[src/rtl/avalon_host_master_if.sv]
// Host-side command, beat source, completion and Avalon-MM bus bundle
// for the accelerator loader initiator.
interface avalon_host_master_if #(
  parameter int ADDR_W  = 13,
  parameter int DATA_W  = 32,
  parameter int BURST_W = 10
);
  logic               cmd_valid;
  logic               cmd_ready;
  logic [1:0]         cmd_op;
  logic [ADDR_W-1:0]  cmd_addr;
  logic [DATA_W-1:0]  cmd_wdata;
  logic [BURST_W-1:0] cmd_len;
  logic [DATA_W-1:0]  src_data;
  logic               src_valid;
  logic               src_ready;
  logic               rsp_valid;
  logic [DATA_W-1:0]  rsp_rdata;
  logic               rsp_error;
  logic [ADDR_W-1:0]  address;
  logic               write;
  logic               read;
  logic [DATA_W-1:0]  writedata;
  logic               beginbursttransfer;
  logic [BURST_W-1:0] burstcount;
  logic               waitrequest;
  logic [DATA_W-1:0]  readdata;
  logic               readdatavalid;
  logic [1:0]         response;
  logic               writeresponsevalid;

  modport master (
    input  cmd_valid, cmd_op, cmd_addr, cmd_wdata, cmd_len,
    input  src_data, src_valid,
    input  waitrequest, readdata, readdatavalid,
    input  response, writeresponsevalid,
    output cmd_ready, src_ready,
    output rsp_valid, rsp_rdata, rsp_error,
    output address, write, read, writedata,
    output beginbursttransfer, burstcount
  );

  modport slave (
    output cmd_valid, cmd_op, cmd_addr, cmd_wdata, cmd_len,
    output src_data, src_valid,
    output waitrequest, readdata, readdatavalid,
    output response, writeresponsevalid,
    input  cmd_ready, src_ready,
    input  rsp_valid, rsp_rdata, rsp_error,
    input  address, write, read, writedata,
    input  beginbursttransfer, burstcount
  );
endinterface

[src/rtl/avalon_host_master.sv]
// Avalon-MM initiator: single write, single read and burst write
// commands in, one completion per command out.
module avalon_host_master #(
  parameter int ADDR_W  = 13,
  parameter int DATA_W  = 32,
  parameter int BURST_W = 10,
  parameter int TIMEOUT = 255
) (
  input logic clk,
  input logic n_rst,
  avalon_host_master_if.master bus
);
  localparam int TW = $clog2(TIMEOUT + 1);

  typedef enum logic [2:0] {
    IDLE, WR, RD_REQ, RD_WAIT, BURST, RESP
  } state_t;

  state_t state, state_nx;

  logic               rdy_q, err_q;
  logic               wr_q, rd_q, bbt_q;
  logic [ADDR_W-1:0]  addr_q;
  logic [DATA_W-1:0]  wdat_q, rdat_q;
  logic [BURST_W-1:0] bcnt_q, beat_q, ld_q;
  logic [TW-1:0]      tmo_q;

  logic fire, acc, rerr, bad_cmd;
  logic tmo_hit, ld, last;

  assign fire    = bus.cmd_valid & bus.cmd_ready;
  assign acc     = (wr_q | rd_q) & ~bus.waitrequest;
  assign rerr    = bus.response != 2'b00;
  assign bad_cmd = (bus.cmd_op == 2'b11) |
                   (bus.cmd_len == '0);
  assign tmo_hit = tmo_q == TW'(TIMEOUT - 1);
  // a new beat may enter the holding register as the old one leaves
  assign ld      = (state == BURST) & bus.src_valid &
                   (~wr_q | acc) & (ld_q < bcnt_q);
  assign last    = acc & (beat_q == bcnt_q - 1'b1);

  assign bus.cmd_ready          = rdy_q & (state == IDLE);
  assign bus.src_ready          = ld;
  assign bus.rsp_valid          = state == RESP;
  assign bus.rsp_error          = (state == RESP) & err_q;
  assign bus.rsp_rdata          = (state == RESP) ? rdat_q : '0;
  assign bus.address            = addr_q;
  assign bus.write              = wr_q;
  assign bus.read               = rd_q;
  assign bus.writedata          = wdat_q;
  assign bus.beginbursttransfer = bbt_q;
  assign bus.burstcount         = bcnt_q;

  always_ff @(posedge clk or negedge n_rst) begin
    if (!n_rst) state <= IDLE;
    else        state <= state_nx;
  end

  always_comb begin
    state_nx = state;
    unique case (state)
      IDLE: if (fire) begin
        if (bad_cmd)                  state_nx = RESP;
        else if (bus.cmd_op == 2'b00) state_nx = WR;
        else if (bus.cmd_op == 2'b01) state_nx = RD_REQ;
        else                          state_nx = BURST;
      end
      WR: if (acc | tmo_hit) state_nx = RESP;
      RD_REQ: begin
        if (acc)
          state_nx = bus.readdatavalid ? RESP : RD_WAIT;
        else if (tmo_hit)
          state_nx = RESP;
      end
      RD_WAIT:
        if (bus.readdatavalid | tmo_hit) state_nx = RESP;
      BURST: begin
        if (last)
          state_nx = RESP;
        else if (wr_q & bus.waitrequest & tmo_hit)
          state_nx = RESP;
      end
      RESP:    state_nx = IDLE;
      default: state_nx = IDLE;
    endcase
  end

  always_ff @(posedge clk or negedge n_rst) begin
    if (!n_rst) begin
      rdy_q  <= 1'b0;
      err_q  <= 1'b0;
      wr_q   <= 1'b0;
      rd_q   <= 1'b0;
      bbt_q  <= 1'b0;
      addr_q <= '0;
      wdat_q <= '0;
      rdat_q <= '0;
      bcnt_q <= '0;
      beat_q <= '0;
      ld_q   <= '0;
      tmo_q  <= '0;
    end else begin
      rdy_q <= 1'b1;
      bbt_q <= 1'b0;
      unique case (state)
        IDLE: if (fire) begin
          addr_q <= bus.cmd_addr;
          wdat_q <= bus.cmd_wdata;
          rdat_q <= '0;
          err_q  <= bad_cmd;
          tmo_q  <= '0;
          beat_q <= '0;
          ld_q   <= '0;
          bcnt_q <= (bus.cmd_op == 2'b10) ?
                    bus.cmd_len : BURST_W'(1);
          wr_q   <= ~bad_cmd & (bus.cmd_op == 2'b00);
          rd_q   <= ~bad_cmd & (bus.cmd_op == 2'b01);
        end
        WR: begin
          if (acc) begin
            wr_q  <= 1'b0;
            err_q <= rerr;
          end else if (tmo_hit) begin
            wr_q  <= 1'b0;
            err_q <= 1'b1;
          end else begin
            tmo_q <= tmo_q + 1'b1;
          end
        end
        RD_REQ: begin
          if (acc) begin
            rd_q  <= 1'b0;
            tmo_q <= '0;
            if (bus.readdatavalid) begin
              rdat_q <= bus.readdata;
              err_q  <= rerr;
            end
          end else if (tmo_hit) begin
            rd_q  <= 1'b0;
            err_q <= 1'b1;
          end else begin
            tmo_q <= tmo_q + 1'b1;
          end
        end
        RD_WAIT: begin
          if (bus.readdatavalid) begin
            rdat_q <= bus.readdata;
            err_q  <= rerr;
          end else if (tmo_hit) begin
            err_q <= 1'b1;
          end else begin
            tmo_q <= tmo_q + 1'b1;
          end
        end
        BURST: begin
          if (acc) begin
            beat_q <= beat_q + 1'b1;
            tmo_q  <= '0;
            if (rerr) err_q <= 1'b1;
          end else if (wr_q) begin
            if (tmo_hit) err_q <= 1'b1;
            else         tmo_q <= tmo_q + 1'b1;
          end
          if (bus.writeresponsevalid & rerr)
            err_q <= 1'b1;
          if (ld) begin
            wdat_q <= bus.src_data;
            wr_q   <= 1'b1;
            ld_q   <= ld_q + 1'b1;
            bbt_q  <= ld_q == '0;
          end else if (acc | tmo_hit) begin
            wr_q <= 1'b0;
          end
        end
        RESP:    ;
        default: ;
      endcase
    end
  end
endmodule

[src/flat_wrapper.sv]
// flat-port wrapper written by rule: the top's interface ports become plain ports
module avalon_host_master_flat 
#(
  parameter int ADDR_W  = 13,
  parameter int DATA_W  = 32,
  parameter int BURST_W = 10,
  parameter int TIMEOUT = 255
)
  (clk, n_rst, bus_cmd_valid, bus_cmd_op, bus_cmd_addr, bus_cmd_wdata, bus_cmd_len, bus_src_data, bus_src_valid, bus_waitrequest, bus_readdata, bus_readdatavalid, bus_response, bus_writeresponsevalid, bus_cmd_ready, bus_src_ready, bus_rsp_valid, bus_rsp_rdata, bus_rsp_error, bus_address, bus_write, bus_read, bus_writedata, bus_beginbursttransfer, bus_burstcount);
  avalon_host_master_if #(.ADDR_W(ADDR_W), .DATA_W(DATA_W), .BURST_W(BURST_W)) bus_i ();
  input logic clk;
  input logic n_rst;
  input wire logic [$bits(bus_i.cmd_valid)-1:0] bus_cmd_valid;
  input wire logic [$bits(bus_i.cmd_op)-1:0] bus_cmd_op;
  input wire logic [$bits(bus_i.cmd_addr)-1:0] bus_cmd_addr;
  input wire logic [$bits(bus_i.cmd_wdata)-1:0] bus_cmd_wdata;
  input wire logic [$bits(bus_i.cmd_len)-1:0] bus_cmd_len;
  input wire logic [$bits(bus_i.src_data)-1:0] bus_src_data;
  input wire logic [$bits(bus_i.src_valid)-1:0] bus_src_valid;
  input wire logic [$bits(bus_i.waitrequest)-1:0] bus_waitrequest;
  input wire logic [$bits(bus_i.readdata)-1:0] bus_readdata;
  input wire logic [$bits(bus_i.readdatavalid)-1:0] bus_readdatavalid;
  input wire logic [$bits(bus_i.response)-1:0] bus_response;
  input wire logic [$bits(bus_i.writeresponsevalid)-1:0] bus_writeresponsevalid;
  output wire logic [$bits(bus_i.cmd_ready)-1:0] bus_cmd_ready;
  output wire logic [$bits(bus_i.src_ready)-1:0] bus_src_ready;
  output wire logic [$bits(bus_i.rsp_valid)-1:0] bus_rsp_valid;
  output wire logic [$bits(bus_i.rsp_rdata)-1:0] bus_rsp_rdata;
  output wire logic [$bits(bus_i.rsp_error)-1:0] bus_rsp_error;
  output wire logic [$bits(bus_i.address)-1:0] bus_address;
  output wire logic [$bits(bus_i.write)-1:0] bus_write;
  output wire logic [$bits(bus_i.read)-1:0] bus_read;
  output wire logic [$bits(bus_i.writedata)-1:0] bus_writedata;
  output wire logic [$bits(bus_i.beginbursttransfer)-1:0] bus_beginbursttransfer;
  output wire logic [$bits(bus_i.burstcount)-1:0] bus_burstcount;
  assign bus_i.cmd_valid = bus_cmd_valid;
  assign bus_i.cmd_op = bus_cmd_op;
  assign bus_i.cmd_addr = bus_cmd_addr;
  assign bus_i.cmd_wdata = bus_cmd_wdata;
  assign bus_i.cmd_len = bus_cmd_len;
  assign bus_i.src_data = bus_src_data;
  assign bus_i.src_valid = bus_src_valid;
  assign bus_i.waitrequest = bus_waitrequest;
  assign bus_i.readdata = bus_readdata;
  assign bus_i.readdatavalid = bus_readdatavalid;
  assign bus_i.response = bus_response;
  assign bus_i.writeresponsevalid = bus_writeresponsevalid;
  assign bus_cmd_ready = bus_i.cmd_ready;
  assign bus_src_ready = bus_i.src_ready;
  assign bus_rsp_valid = bus_i.rsp_valid;
  assign bus_rsp_rdata = bus_i.rsp_rdata;
  assign bus_rsp_error = bus_i.rsp_error;
  assign bus_address = bus_i.address;
  assign bus_write = bus_i.write;
  assign bus_read = bus_i.read;
  assign bus_writedata = bus_i.writedata;
  assign bus_beginbursttransfer = bus_i.beginbursttransfer;
  assign bus_burstcount = bus_i.burstcount;
  avalon_host_master #(.ADDR_W(ADDR_W), .DATA_W(DATA_W), .BURST_W(BURST_W), .TIMEOUT(TIMEOUT)) u_core (.clk(clk), .n_rst(n_rst), .bus(bus_i));
endmodule
[config.mk]
export PLATFORM = sky130hd
export DESIGN_NAME = avalon_host_master_flat
export DESIGN_NICKNAME = d
export VERILOG_FILES = /design/src/rtl/avalon_host_master_if.sv /design/src/rtl/avalon_host_master.sv /design/src/flat_wrapper.sv
export SDC_FILE = /design/constraint.sdc
export NUM_CORES = 1
export LEC_CHECK = 0
export BUFFER_PORTS_ARGS = -buffer_cell sky130_fd_sc_hd__buf_2
export CORE_UTILIZATION = 51
export CTS_CLUSTER_DIAMETER = 30
export DETAILED_ROUTE_END_ITERATION = 12
export PLACE_DENSITY_LB_ADDON = 0.12
export RECOVER_POWER = 25
export SETUP_SLACK_MARGIN = 0.1
export SYNTH_ARGS = -nofsm -noshare
export SYNTH_HDL_FRONTEND = slang
export SYNTH_SLANG_ARGS = --single-unit
[constraint.sdc]
create_clock -name clk -period 2.4 [get_ports clk]
set_clock_uncertainty 0.05 [all_clocks]
set_input_delay 0 -clock clk [delete_from_list [all_inputs] [get_ports clk]]
set_output_delay 0 -clock clk [all_outputs]
set_load 0.005 [all_outputs]
==> results <==
- Summing the sequential cell areas from Yosys gives 46.6% of the chip area.
- Counting both buffers and inverters, the worst setup path holds a total of 0.
- The yosys synthesis warning count is 0.
- The utilization after layout is 78.6%.
- The total setup violations reported at the end of the flow is 0.
- The worst hold path terminates at u_core.bus.write.
- The wire length of the first global-routing pass is 34900 um.
- The number of cells on the worst reg-to-reg path is 6.
- For the pin with the worst max-slew slack, the measured transition is 1070 ps.
- The number of clock buffers inserted by TritonCTS is 17.
- Yosys mapped the design onto 59 distinct sky130hd cell types.
- In this run the remaining antenna-violating nets after routing total 0.
- The netlist area before placement is 0.00661 mm2.
- Across the VDD grid, the largest voltage drop is 0.556 mV.
- In this run the most used layer during global routing was met2.
- The count of flip-flops with a built-in enable after synthesis is 0.
- The power density normalized to cell area is 1000 mW/mm2.
- The setup slack of the most critical reg-to-reg path is 190 ps.
- Clock latency on the worst-skew pair, taken at its later pin, is 420 ps.
- The capturing point of the worst reg2reg path is u_core.ld_q[6].
- The layout cell share with drive strength beyond 1 is 27.2%.
- In this run the biggest area consumer among cell types represents 46.6% of the synthesized area.
- The headroom to the max-slew limit is 28.3%.
- Clock tree synthesis found a total of 123 sinks.
- TritonCTS built the clock tree.
- During I/O placement, the number of pins put on the boundary was 224.
- The number of rows in the core area is 41.
- The number of filler instances in the final layout is 828.
- The number of nets in the synthesized netlist is 897.
- The number of hold-slack violations in the final timing report was 0.
- The x dimension of the die is 116 um.
- The post-layout net count is 1248.
- The tree is rooted in a clkbuf_16.
- The all-layer global routing usage is 34.2%.
- The number of antenna violations at the first check in global routing came to 1.
- The predominant post-synthesis flop cell is dfrtp_1.
- The total power is 9.92 mW.
- The path class of the tightest hold or removal check is input pin to flop.
- The slowest stage of the critical path belongs to the cell or4_1.
- The routed via count divided by cell count is 5.62.
- The maximum number of pins on one net before global-route repair is 65.
- The fraction of met1 tracks used by global routing is 39.6%.
- The detailed-route via count is 7247.
- The fraction of registers with async set/reset is 100%.
- In this run the mean area of a mapped cell was 8.79 um2.
- STA classifies the critical path endpoint as a flop.
- The worst slack at placement is -58.7 ps.
- In the post-synthesis netlist, the biggest area contributors are dfrtp_1 (47%), nand2_1 (7.6%), o21ai_0 (7.2%).
- Counting flops and latches in the post-synthesis netlist gives 123.
- In this design, the stage delay of the slowest critical-path cell is 500 ps.
- The achievable clock frequency is 451 MHz.
- The chip height is 116 um.
- The floorplan die area is 0.0134 mm2.
- The global routing met2 resource utilization is 59.4%.
- Data arrives at the worst endpoint at 2500 ps.
- Synthesis produced a netlist whose cell count is 752.
- The final layout contains routed wiring with a total length of 22400 um.
- The sum of net half-perimeters after detailed placement is 13400 um.
- The worst slack on hold paths is 67.5 ps.
- The cell class contributing the biggest share of worst-path delay is compound AO/OA/AOI/OAI gates.
- The critical path goes through ha_1 > a211oi_2 > o21ai_2 > a21o_4 > or4_1 > a21oi_1.
- The via count of the first global-routing pass was 7196.
- After clock tree synthesis, the clock-pin slew on the worst setup and hold paths is 50 ps.
- Buffers placed on the I/O ports in this run total 223.
- After detailed routing, the number of remaining DRC violations is 0.
- No sink is reached through more buffers than the 2 on the longest clock path.
- From synthesis to final layout, the design area changed by 50.0%.
- The post-layout minimum cycle time is 2210 ps.
- The cell depth of the worst min-delay path is 3.
- The static power due to leakage is 4.79 nW.
- The final critical path takes up 92.3% of the cycle.
- The run finished with clean final reports.
- The type of origin of the critical path is a flop.
- The startpoint identified for the worst register-to-register timing path is u_core.ld_q[5].
- The total congestion overflow is 0.
- The worst hold path begins at bus_cmd_op[1].
- The worst setup slack after layout is 185 ps.
- The cell type contributing the most total cell area after synthesis is dfrtp_1.
- At the worst endpoint, the required time is 2690 ps.
- At the end of routability-driven placement, the weighted congestion stood at 0.971.
- Across the run, the number of max-cap violations was 0.
- Of all nets on the critical path, the largest fanout is 8.
- The floorplan core area is 0.0126 mm2.
- For this configuration, the core starts out at a cell density of 52.4%.
- The final number of max-transition violations was 0.
- Global routing consumed, on the met3 layer, 8.68% of the routing resources.
- After the first detailed-routing iteration, the DRC count stood at 663.
- The routed length per placed instance is 17.4 um.
- Setup repair after global routing left no endpoint under its margin.
- The pre-antenna-repair detailed-routing pass consisted of 5 iterations.
- The CTS H-tree depth is 4.
- The critical path class is flop to flop.
kinds of logic after synthesis:
group | count (synthesis) | share of synthesized area (%)
buffers and inverters | 72 | 4.18
XOR/XNOR | 20 | 2.65
other | 1 | 0.0567
flip-flops | 123 | 46.6
multiplexers | 37 | 5.64
AND/OR/NAND/NOR | 306 | 22.2
adder cells (fa/ha/maj) | 15 | 2.84
AO/OA/AOI/OAI | 178 | 15.8
how the worst max path moves through the flow:
stage                                   startpoint                       end  slack (ps)  cells after the start
after floorplan           u_core.bus.burstcount[5]            u_core.ld_q[5]         140                      8
after detailed placement  u_core.bus.burstcount[2]  u_core.bus.writedata[17]         -60                      9
after CTS                 u_core.bus.burstcount[1]            u_core.ld_q[8]          90                      7
after global placement    u_core.bus.burstcount[2]   u_core.bus.writedata[7]          70                      9
after global routing      u_core.bus.burstcount[6]            u_core.ld_q[6]         100                      8
final                               u_core.ld_q[5]            u_core.ld_q[6]         190                      6
sequential cells by signal (all words and copies together), names as in the netlist, 3 cells and up:
signal and count:
u_core.bus.address 13, u_core.rdat_q 32, u_core.bus.writedata 32, u_core.tmo_q 8, u_core.bus.burstcount 10, u_core.state 3
u_core.ld_q 10, u_core.beat_q 10
worst min-delay path, delay by kind of cell:
| family | cells | cell delay (ps) |
|---|---|---|
| simple gates | 1 | 200 |
| compound gates | 1 | 140 |
| buf+inv | 1 | 130 |
synthesized netlist by cell type (all sizes together), types with 10 or more instances:
library cell	number
nor2	29
dfrtp	123
xnor2	10
inv	23
mux2i	35
a21oi	29
clkbuf	43
ha	15
nand3	54
xor2	10
and2	35
o21ai	96
nand2	134
per-layer routing:
| layer | share of wire, % | vias to the layer above |
|---|---|---|
| met5 | 0 | - |
| met4 | 3.3 | 0 |
| met3 | 6.8 | 75 |
| met2 | 52 | 376 |
| met1 | 38 | 3469 |
| li1 | - | 3327 |
cells in the final DEF (no fill, tap or decap), drive strengths merged, types with 9 or more instances in the layout:
cell type	n
and2	35
buf	250
dlygate4sd3	122
o21ai	96
inv	25
dfrtp	123
nand2	134
nand3	54
clkbuf	32
ha	15
mux2i	35
nor3	9
xnor2	10
a21oi	29
xor2	10
nor2	29
power by group:
| part | total [mW] | internal [mW] | switching (mW) |
|---|---|---|---|
| clock network | 2.48 | 1.54 | 0.945 |
| logic | 4.25 | 1.89 | 2.37 |
| registers | 3.19 | 2.71 | 0.483 |
through the flow:
stage | instances | setup TNS [ps] | instance area, um2
finish | 1289 | 0 | 9920
global placement | 1130 | 0 | 8050
CTS | 1284 | 0 | 9850
floorplan | 752 | 0 | 6610
global route | 1289 | 0 | 9920
detailed placement | 1130 | -1010 | 8050
area by class of cell:
type | instances | area (um2) | area share (%)
antenna | 1 | 2.50 | 0.0252
clock buffer | 23 | 488 | 4.92
clock inverter | 9 | 86.3 | 0.871
inverter | 23 | 86.3 | 0.871
multi-input combinational | 557 | 3330 | 33.6
sequential | 123 | 3080 | 31.1
tap | 172 | 215 | 2.17
timing repair buffer | 381 | 2630 | 26.5
timing repair:
item,4_1_cts,5_1_grt
hold buffers,122,0
endpoints found under the setup margin,38,41
resized for setup,3,17
pin swaps,1,1
setup buffers,0,4
hold endpoints to repair,132,0
(Power assumes the default switching activity.)
